`src/rtl/dec_ctrl_pkg.sv`:
```
// Shared definitions for the countdown sequencer: controller state encoding
// and the width of the decrementer datapath.
package dec_ctrl_pkg;

  localparam int DEC_WIDTH = 16;

  typedef enum logic [1:0] {
    S_IDLE = 2'd0,
    S_RUN  = 2'd1,
    S_DONE = 2'd2
  } seqState_t;

endpackage

```
`src/rtl/dec16_core.sv`:
```
// Combinational a-1 datapath built as a full-adder ripple of a + all-ones.
// borrow_out is high only when a is zero.
module dec16_core
  import dec_ctrl_pkg::*;
#(
  parameter int WIDTH = DEC_WIDTH
) (
  input  logic [WIDTH-1:0] a,
  output logic [WIDTH-1:0] dec_out,
  output logic             borrow_out
);

  logic [WIDTH:0] carry;

  assign carry[0] = 1'b0;

  // With b tied to 1 each full adder reduces to sum=~(a^c), cout=a|c.
  for (genvar i = 0; i < WIDTH; i++) begin : gRipple
    assign dec_out[i]   = ~(a[i] ^ carry[i]);
    assign carry[i + 1] = a[i] | carry[i];
  end

  assign borrow_out = ~carry[WIDTH];

endmodule

```
`src/rtl/countdown_sequencer.sv`:
```
// Loadable countdown timer stepping a count through dec16_core once per prescaled tick.
// Define AUTO_RELOAD_EN to restart from the last loaded value after each done pulse.
module countdown_sequencer
  import dec_ctrl_pkg::*;
#(
  parameter int WIDTH    = DEC_WIDTH,
  parameter int PRESCALE = 1
) (
  input  logic             clk,
  input  logic             rst,
  input  logic             start,
  input  logic             abort,
  input  logic [WIDTH-1:0] load_val,
  output logic [WIDTH-1:0] count,
  output logic             busy,
  output logic             done
);

  localparam int PRESC_W = (PRESCALE > 1) ? $clog2(PRESCALE) : 1;
  localparam logic [PRESC_W-1:0] PRESC_LAST = PRESC_W'(PRESCALE - 1);

  seqState_t          state;
  logic [PRESC_W-1:0] presc;
  logic [WIDTH-1:0]   decOut;
  logic               borrowOut;
`ifdef AUTO_RELOAD_EN
  logic [WIDTH-1:0]   reload;
`endif

  dec16_core #(.WIDTH(WIDTH)) uDec (
    .a          (count),
    .dec_out    (decOut),
    .borrow_out (borrowOut)
  );

  always_ff @(posedge clk) begin
    if (rst) begin
      state <= S_IDLE;
      count <= '0;
      presc <= '0;
      busy  <= 1'b0;
      done  <= 1'b0;
`ifdef AUTO_RELOAD_EN
      reload <= '0;
`endif
    end else begin
      done <= 1'b0;
      unique case (state)
        S_IDLE: begin
          if (start && !abort) begin
            count <= load_val;
            presc <= '0;
            busy  <= 1'b1;
`ifdef AUTO_RELOAD_EN
            reload <= load_val;
`endif
            if (load_val == '0) begin
              state <= S_DONE;
              done  <= 1'b1;
            end else begin
              state <= S_RUN;
            end
          end
        end
        S_RUN: begin
          // abort outranks the terminal step; a borrow here means the count was corrupted.
          if (abort || borrowOut) begin
            state <= S_IDLE;
            busy  <= 1'b0;
          end else if (presc == PRESC_LAST) begin
            presc <= '0;
            count <= decOut;
            if (decOut == '0) begin
              state <= S_DONE;
              done  <= 1'b1;
            end
          end else begin
            presc <= presc + PRESC_W'(1);
          end
        end
        S_DONE: begin
          state <= S_IDLE;
          busy  <= 1'b0;
`ifdef AUTO_RELOAD_EN
          if (!abort && reload != '0) begin
            count <= reload;
            presc <= '0;
            state <= S_RUN;
            busy  <= 1'b1;
          end
`endif
        end
        default: begin
          state <= S_IDLE;
          busy  <= 1'b0;
        end
      endcase
    end
  end

endmodule

```
`config.mk`:
```
export PLATFORM = sky130hd
export DESIGN_NAME = countdown_sequencer
export DESIGN_NICKNAME = d
export VERILOG_FILES = /design/src/rtl/dec_ctrl_pkg.sv /design/src/rtl/dec16_core.sv /design/src/rtl/countdown_sequencer.sv
export SDC_FILE = /design/constraint.sdc
export NUM_CORES = 1
export LEC_CHECK = 0
export ABC_AREA = 1
export CAP_MARGIN = 20
export CELL_PAD_IN_SITES_DETAIL_PLACEMENT = 0
export CELL_PAD_IN_SITES_GLOBAL_PLACEMENT = 2
export CORE_MARGIN = 5
export CORE_UTILIZATION = 22
export CTS_BUF_LIST = sky130_fd_sc_hd__clkbuf_8 sky130_fd_sc_hd__clkbuf_16
export CTS_CLUSTER_DIAMETER = 30
export CTS_CLUSTER_SIZE = 14
export DETAILED_ROUTE_END_ITERATION = 16
export PLACE_DENSITY_LB_ADDON = 0.1
export RECOVER_POWER = 100
export SYNTH_ARGS = -nofsm -noshare
export SYNTH_HDL_FRONTEND = slang
export SYNTH_SLANG_ARGS = --single-unit
```
`constraint.sdc`:
```
create_clock -name clk -period 3.7 [get_ports clk]
set_input_delay 0.74 -clock clk [delete_from_list [all_inputs] [get_ports clk]]
set_output_delay 0.74 -clock clk [all_outputs]
set_load 0.05 [all_outputs]
```
* After elaboration in Yosys (flattened, before gate mapping)
Cells that the tools add are included.
Operators by class: reduce and logical (&&, ||, !) cells 11, bitwise gates (word level) 47, multiplexer cells 23, eq/ne operators 7, add/sub/neg operators 1
Operators by type and width (count):
- $mux W16 | 3
- $logic_not A16 Y1 | 2
- $pmux W16 S2 | 1
- $not A1 Y1 | 17
- $or A1 B1 Y1 | 15
- $xor A1 B1 Y1 | 15
- $mux W1 | 10
- $mux W2 | 5
- $ne A2 B2 Y1 const B | 4
- $ne A3 B3 Y1 const B | 2
- $pmux W1 S2 | 3
- $reduce_and A3 Y1 | 2
- $pmux W2 S2 | 1
- $reduce_and A4 Y1 | 1
- $eq A2 B1 Y1 const B | 1
- $logic_not A2 Y1 | 1
- $reduce_and A2 Y1 | 1
- $reduce_bool A2 Y1 | 1
- $add A1 B1 Y1 const B | 1
- $logic_and A1 B1 Y1 | 1
- $logic_not A1 Y1 | 1
- $logic_or A1 B1 Y1 | 1
Storage, ports and cells: register bits after elaboration 21

* Longest topological paths before layout
depth after elaboration 21, depth in mapped cells 24

* Hierarchy
Synthesis repeated with hierarchy kept, for this count alone.
Unflattened totals: cells, all modules 195, area, all modules 1401.3 um^2
By module, submodules not included:
- countdown_sequencer | sequential area each 400.4 um^2, cells an instance 149, area each 1097.3 um^2, times used 1
- dec16_core | sequential area each 0.0 um^2, cells an instance 46, area each 304.0 um^2, times used 1

* Worst setup path after synthesis
OpenSTA, ideal clock, no wires.
path type register to register, from register count[0], to register count[1], arrival 4089 ps, required time 3584 ps, path slack -505 ps, cell stages (with the launch flop) 24, period minus slack after synthesis 4205 ps, path through dfxtp_1 -> inv_1 -> ha_1 -> ha_1 -> ha_1 -> ha_1 -> ha_1 -> ha_1 -> ha_1 -> ha_1 -> ha_1 -> ha_1 -> ha_1 -> ha_1 -> ha_1 -> ha_1 -> ha_1 -> nor2_1 -> nand3_1 -> nand2_2 -> nand2_8 -> buf_6 -> o21ai_0 -> nor2_1
On the way: word-level cells in the longest chain between the ends 19, elaborated cells between the ends (all ways) 24
RTL lines:
- start, declared | RTL line countdown_sequencer.sv:14 | output logic [WIDTH-1:0] count,
- start signal, assigned | RTL line countdown_sequencer.sv:51 | count <= load_val;
- start signal, assigned | RTL line countdown_sequencer.sv:72 | count <= decOut;
- $or A1 B1 Y1 (15 in series) | RTL line dec16_core.sv:20 | assign carry[i + 1] = a[i] | carry[i];
- $not A1 Y1 | RTL line dec16_core.sv:23 | assign borrow_out = ~carry[WIDTH];
- $logic_or A1 B1 Y1 | RTL line countdown_sequencer.sv:67 | if (abort || borrowOut) begin
- $ne A2 B2 Y1 (no source line)
- $reduce_and A4 Y1 (no source line)
Several ways; a longest one is shown, not always the timed one. The select of a mux whose other input is x is not followed. A chain may end at the register's enable or synchronous reset.

* Worst setup path in the final report
from register count[0], to register count[6]
On the way: word-level cells in the longest chain between the ends 19, elaborated cells between the ends (all ways) 24
RTL lines (RTL line):
- $or A1 B1 Y1 (*) (5 in series) | dec16_core.sv:20
- $or A1 B1 Y1 (10 in series) | dec16_core.sv:20
- $not A1 Y1 | dec16_core.sv:23
- $logic_or A1 B1 Y1 | countdown_sequencer.sv:67
- $ne A2 B2 Y1 (no source line)
- $reduce_and A4 Y1 (no source line)
Every way passes the cells marked *; elsewhere a longest branch is shown, timed or not. The select of a mux whose other input is x is not followed.

==> results.ini <==
[run_status]
status=completed

[clocking]
h-tree-depth=1
cts_buffers=3
cts_sinks=20
cts_max_path_buffers=2
cts.clk_slew.worst_paths_ns=0.08
ctsRootBufferMaster=clkbuf_8
cts_tree=done
clock_latency_ns=0.26

[synth]
synth_largest_area_cell=dfxtp_1
synth.distinct_cells=19
synth_area_leaders=dfxtp_1 31%, ha_1 15%, nor2_1 14%
postSynthNetCount=235
ys.flop_type=dfxtp_1
synthCells=199
yosys_warnings=0
synth_top_area_share_pct=30.6
yosysSeqAreaShare_pct=30.6
synth_enable_flop_cells=0
ys_seq_elements=20
syn_area_per_cell_sq_um=6.58
async_flop_share_pct=0
synth_area_sq_um=1310

[global_routing]
grt_usage_pct=10.3
grt_max_degree=33
grt_pass1_vias=1241
grt_pass1_wl_um=6020
grt_remaining_overflow=0
antenna_found_initial=0

[setup_path]
worst-setup-path-type=reg -> reg
cp-end-kind=register
critPathMaxFanout=17
cp.required_ns=3.87
arrival_ns=3.70
worstSetupStartpointType=register

[power]
p_leak_nw=0.863
p_switching_mw=0.349
sequentialPowerShare_pct=30.5
swShare_pct=41.2
internal-power_mw=0.499
clock_power_share_pct=18.2
vdd_drop_max_mv=0.128
p_per_area_nw_per_um2=424
pwr-share-comb_pct=51.3

[route]
wl_met2_um=1860
drt_iter0_drc=15
dr.max_layer_used=met4
vias=1268
drc=0
ant_nets=0
m1WireLength_um=1740
wl_per_cell_um=12.3
viasPerCell=4.06
wirelength_um=3850
met3WireLength_um=196
drt_pre_antenna_iters=4

[floorplanning]
start_util_pct=22.4
die_area_sq_um=7600
core_sq_um=5850
ios=38
die_y_um=87.2
die_x_um=87.2
rows=28

[timing]
worst_pin_slew_ns=0.913
fin_skew_ns=0.00678
hold_viol=0
setup_ws_ns=0.170
period_needed_ns=3.53
fmax_ghz=0.283
timing.final.crit_share_pct=95.4
maxSlewViolCount=0
finalSetupViolCount=0
max-slew-margin-rel_pct=39.0

[placement]
hpwl_um=2960
routabilityCongestion=0.762
placed_area_sq_um=1780
port_buffers=37
dp_cells=306
dpl_worst_slack_ns=-0.00596

[flow_run]
max_cap_viol_count=0

[cells_and_area]
nNetsFinal=274
layout-drive-gt1-share_pct=13.9
mostFrequentLayoutCells=49 x nor2_1, 38 x nand2_1, 23 x inv_1
fillCellCount=632
n_antenna_cell=0
final_area_sq_um=2000
syn_to_final_growth_pct=52.8
fin_cells=312
layout_commonest_cell=nor2_1

[worst_hold_path]
hold_class=reg -> reg

## area by class of cell
type	count	area [sq um]	area share [%]
repair buffers	40	393	19.6
inverters	28	118	5.88
clock buffers	3	41.3	2.06
flip-flops and latches	20	409	20.4
clock inverters	1	3.75	0.188
multi-input cells	145	943	47.1
well taps	75	93.8	4.69
## cells in the mapped netlist, types with 2 or more instances
| master | count |
|---|---|
| nor2_1 | 49 |
| nand2_1 | 38 |
| inv_1 | 25 |
| buf_2 | 2 |
| a21oi_1 | 2 |
| nor2_2 | 2 |
| inv_2 | 2 |
| o21ai_1 | 5 |
| nand3_1 | 4 |
| o21ai_0 | 27 |
| dfxtp_1 | 20 |
| ha_1 | 16 |
## flip-flops by register name (all words and copies together), names as in the netlist
signal,cells
count,16
state,2
busy,1
done,1
## critical path, stage by stage, from the launching register on
cell and delay, ns:
dfxtp_4 0.38, inv_2 0.05, ha_4 0.16, ha_4 0.15, ha_4 0.15, ha_4 0.15
ha_4 0.16, ha_4 0.15, ha_4 0.15, ha_4 0.15, ha_4 0.15, ha_4 0.15
ha_4 0.16, ha_4 0.16, ha_4 0.16, ha_4 0.15, ha_4 0.14, nor2_1 0.08
nand3_1 0.11, nand2_2 0.14, nand2_8 0.13, o21ai_1 0.18, nor2_1 0.05
## logic make-up after synthesis
logic type	after synthesis	synth area share, %
buf+inv	34	11.7
fa+ha+maj	16	15.3
simple gates	95	29.4
flops	20	30.6
compound gates	34	13.0
## routing by layer
layer | vias up | GRT usage (%)
met1 | 545 | 12.3
li1 | 697 | -
met4 | 0 | 3.35
met5 | - | 0
met2 | 21 | 17.7
met3 | 5 | 2.65
## stage by stage
step | hold WS, ns | setup TNS, ns | util, % | power, mW
2_1_floorplan | 0.525 | 0 | - | 0.521
3_3_place_gp | 0.469 | 0 | 30.5 | 0.645
3_5_place_dp | 0.468 | -0.00688 | 30.5 | 0.638
4_1_cts | 0.488 | 0 | 31.4 | 0.804
5_1_grt | 0.512 | -0.0117 | 34.2 | 0.924
6_report | 0.475 | 0 | 34.2 | 0.848
## final timing paths
check / from / endpoint / slack (ns) / depth (start not counted)
worst max-delay path: count[0] / count[6] / 0.17 / 22
worst min-delay path: busy / busy / 0.47 / 2
worst max register to register: count[0] / count[6] / 0.17 / 22
worst min register to register: busy / busy / 0.47 / 2
## power by group through the flow
stage | clock (mW) | sequential (mW) | combinational (mW)
detailed placement | 0 | 0.265 | 0.373
global placement | 0 | 0.265 | 0.379
global route | 0.173 | 0.263 | 0.488
CTS | 0.165 | 0.261 | 0.378
floorplan | 0 | 0.343 | 0.179
finish | 0.154 | 0.259 | 0.435
## what timing repair did
| item | in CTS | in global routing |
|---|---|---|
| pin swaps | 1 | 7 |
| gates resized for setup | 3 | 15 |
| cloned | 0 | 0 |
| setup endpoints to repair | 16 | 19 |
| hold buffers | 0 | 0 |
| buffers inserted | 0 | 2 |
| endpoints found under the hold margin | 0 | 0 |
Power figures use the tool's default switching activity.
==> patch: new RTL, same flow settings <==
Re-encode `seqState_t` (3 states) as one-hot, 3 bits wide.
--- a/src/rtl/dec_ctrl_pkg.sv
+++ b/src/rtl/dec_ctrl_pkg.sv
@@ -5,8 +5,8 @@
   localparam int DEC_WIDTH = 16;
 
-  typedef enum logic [1:0] {
-    S_IDLE = 2'd0,
-    S_RUN  = 2'd1,
-    S_DONE = 2'd2
+  typedef enum logic [2:0] {
+    S_IDLE = 3'b001,
+    S_RUN  = 3'b010,
+    S_DONE = 3'b100
   } seqState_t;
 
Behaviour: no difference found for any inputs over 10 cycles, from zero or initial values and one cycle with rst high; not proved beyond that.
==> patch against the original RTL <==
Global-route usage grew 2.4 points. Synthesized cell count grew 5.0%. Cell count grew 4.8%. Area after synthesis grew 3.8%. Worst setup slack lost 0.045 ns. Sequential cell count grew 1. Final area grew 7.9%. Wire length grew 19%. Sequential share of layout area shrank 0.58 points. Non-clock buffer count grew 2. Largest cell class unchanged.
Power is not compared: it rests on default switching activity, and its combinational part moved more than twofold at a synthesized area within 25%.
==> patch: results (changes against the original RTL) <==
| Metric | Value |
|---|---|
| Status | finished clean |
| Worst Path Arrival | 3.74 ns (+0.04 ns) |
| Largest net degree at the start of global routing | 34 (+3.0%) |
| Slew @ Worst Pin | 0.931 ns (+0.0180 ns) |
| Mapped Nets | 245 (+4.3%) |
| Dpl cells | 317 (+3.6%) |
| First-pass GRT wire length | 7.47 mm (+24%) |
| Post-synth top cells | nor2_1 (50), nand2_1 (45), inv_1 (27), o21ai_0 (27), dfxtp_1 (21) |
| Initial antenna violation count | 0 (unchanged) |
| # diodes | 0 (unchanged) |
| Port buffer count | 37 (unchanged) |
| Finished Layout Cells | 327 (+4.8%) |
| Hold Path Stages | 2 (unchanged) |
| Dpl cell area | 1830 um^2 (+2.9%) |
| Via count | 1414 (+12%) |
| Sequential share of the synthesized area | 30.9% (+0.35 points) |
| Layout cells sized above 1 | 19.8% (+5.9 points) |
| Worst Hold Class | reg -> reg |
| Post-synth cell types | 18 (-1) |
| Largest cells by area after synthesis | dfxtp_1 (31%), ha_1 (15%), nor2_1 (14%), nand2_1 (12%), o21ai_0 (9.9%) |
| Post-layout nets | 289 (+5.5%) |
| Clock-pin slew on the worst setup and hold paths | 0.09 ns |
| Synth async-reset ratio | 0% (unchanged) |
| GR met2 Demand/Resource | 20.2% (+2.5 points) |
| Met3 GRT Util | 2.33% (-0.32 points) |
| Longest Clk Path Bufs | 2 (unchanged) |
| CTS Buf Count | 3 (unchanged) |
| Net Sw Frac | 53.9% |
| Detailed Routing Iterations Pass 1 | 4 (unchanged) |
| H-tree Lvls | 1 (unchanged) |
| Iter 0 DRT Violations | 68 (+53) |
| Register-to-Register Path Depth | 22 (unchanged) |
| Worst path slowest cell | dfxtp_4 |
| Syn_area_per_cell | 6.51 um^2 (-1.1%) |
| GR Util All Layers | 12.7% (+2.4 points) |
| Worst skew pair latency | 0.27 ns |
| Worst vdd ir | 0.261 mV |
| Critical Path Fanout Max | 5 (-12) |
| Routability cong. | 0.737 (-3.3%) |
| Root Buffer Master | clkbuf_8 |
| Post-Place Setup Slack | -0.0847 ns (-0.0788 ns) |
| LEAKAGE | 0.951 nW |
| Post-Route WL | 4.58 mm (+19%) |
| Vias in the first global route | 1462 (+18%) |
| YS warnings | 0 (unchanged) |
| Biggest regs | count x16, state x3 |
| Critical Path Max Stage Delay | 0.35 ns (-0.03 ns) |
| Clock skew | 0.00282 ns (-0.00395 ns) |
| GRT met1 Usage | 16.8% (+4.5 points) |
| Detailed placement HPWL | 3.13 mm (+5.7%) |
## patch: metal layers
metal	up-vias	part of all wire [%]
met4	0	1.9
li1	744	-
met3	7	5.2
met2	32	45
met5	-	0
met1	631	48
## patch: layout make-up
type / instances / area (um^2)
well taps: 75 / 93.8
fillers: 649 / 3790
flip-flops and latches: 21 / 429
repair inverters: 2 / 22.5
clock buffers: 3 / 41.3
multi-input cells: 154 / 1040
inverters: 29 / 116
clock inverters: 1 / 3.75
repair buffers: 42 / 415
## patch: timing repair
action,4_1_cts,5_1_grt
gates cloned,4,0
pin swaps,12,7
setup endpoints to repair,18,21
resized for setup,25,20
endpoints found under the hold margin,0,0
setup buffers,2,0
## patch: final timing paths
path,startpoint,endpoint,slack (ns)
max,count[0],count[6],0.12
min,busy,busy,0.50
min reg2reg,busy,busy,0.50
max reg2reg,count[0],count[6],0.12
## patch: power by group through the flow
stage	clock (W)	sequential (W)	combinational, W
detailed placement	0	0.000385	0.00118
floorplan	0	0.000594	0.000648
global route	0.000175	0.000395	0.00175
global placement	0	0.000382	0.00121
finish	0.000160	0.000379	0.00158
CTS	0.000166	0.000381	0.00148
## patch: logic make-up (layout without fill, tap and decap cells)
group / after synthesis / count (layout) / share of synthesized area (%)
AND/OR/NAND/NOR: 103 / 105 / 30.3
buffers and inverters: 36 / 77 / 12.0
AO/OA/AOI/OAI: 33 / 33 / 12.1
flip-flops: 21 / 21 / 30.9
adder cells (fa/ha/maj): 16 / 16 / 14.7
## patch: critical path: cells and delay by family, from the launching register on
| kind | cells | cell delay [ns] |
|---|---|---|
| AND/OR/NAND/NOR | 5 | 0.55 |
| adder cells (fa/ha/maj) | 15 | 2.37 |
| buffers and inverters | 1 | 0.03 |
| AO/OA/AOI/OAI | 1 | 0.15 |
| flip-flops | 1 | 0.35 |
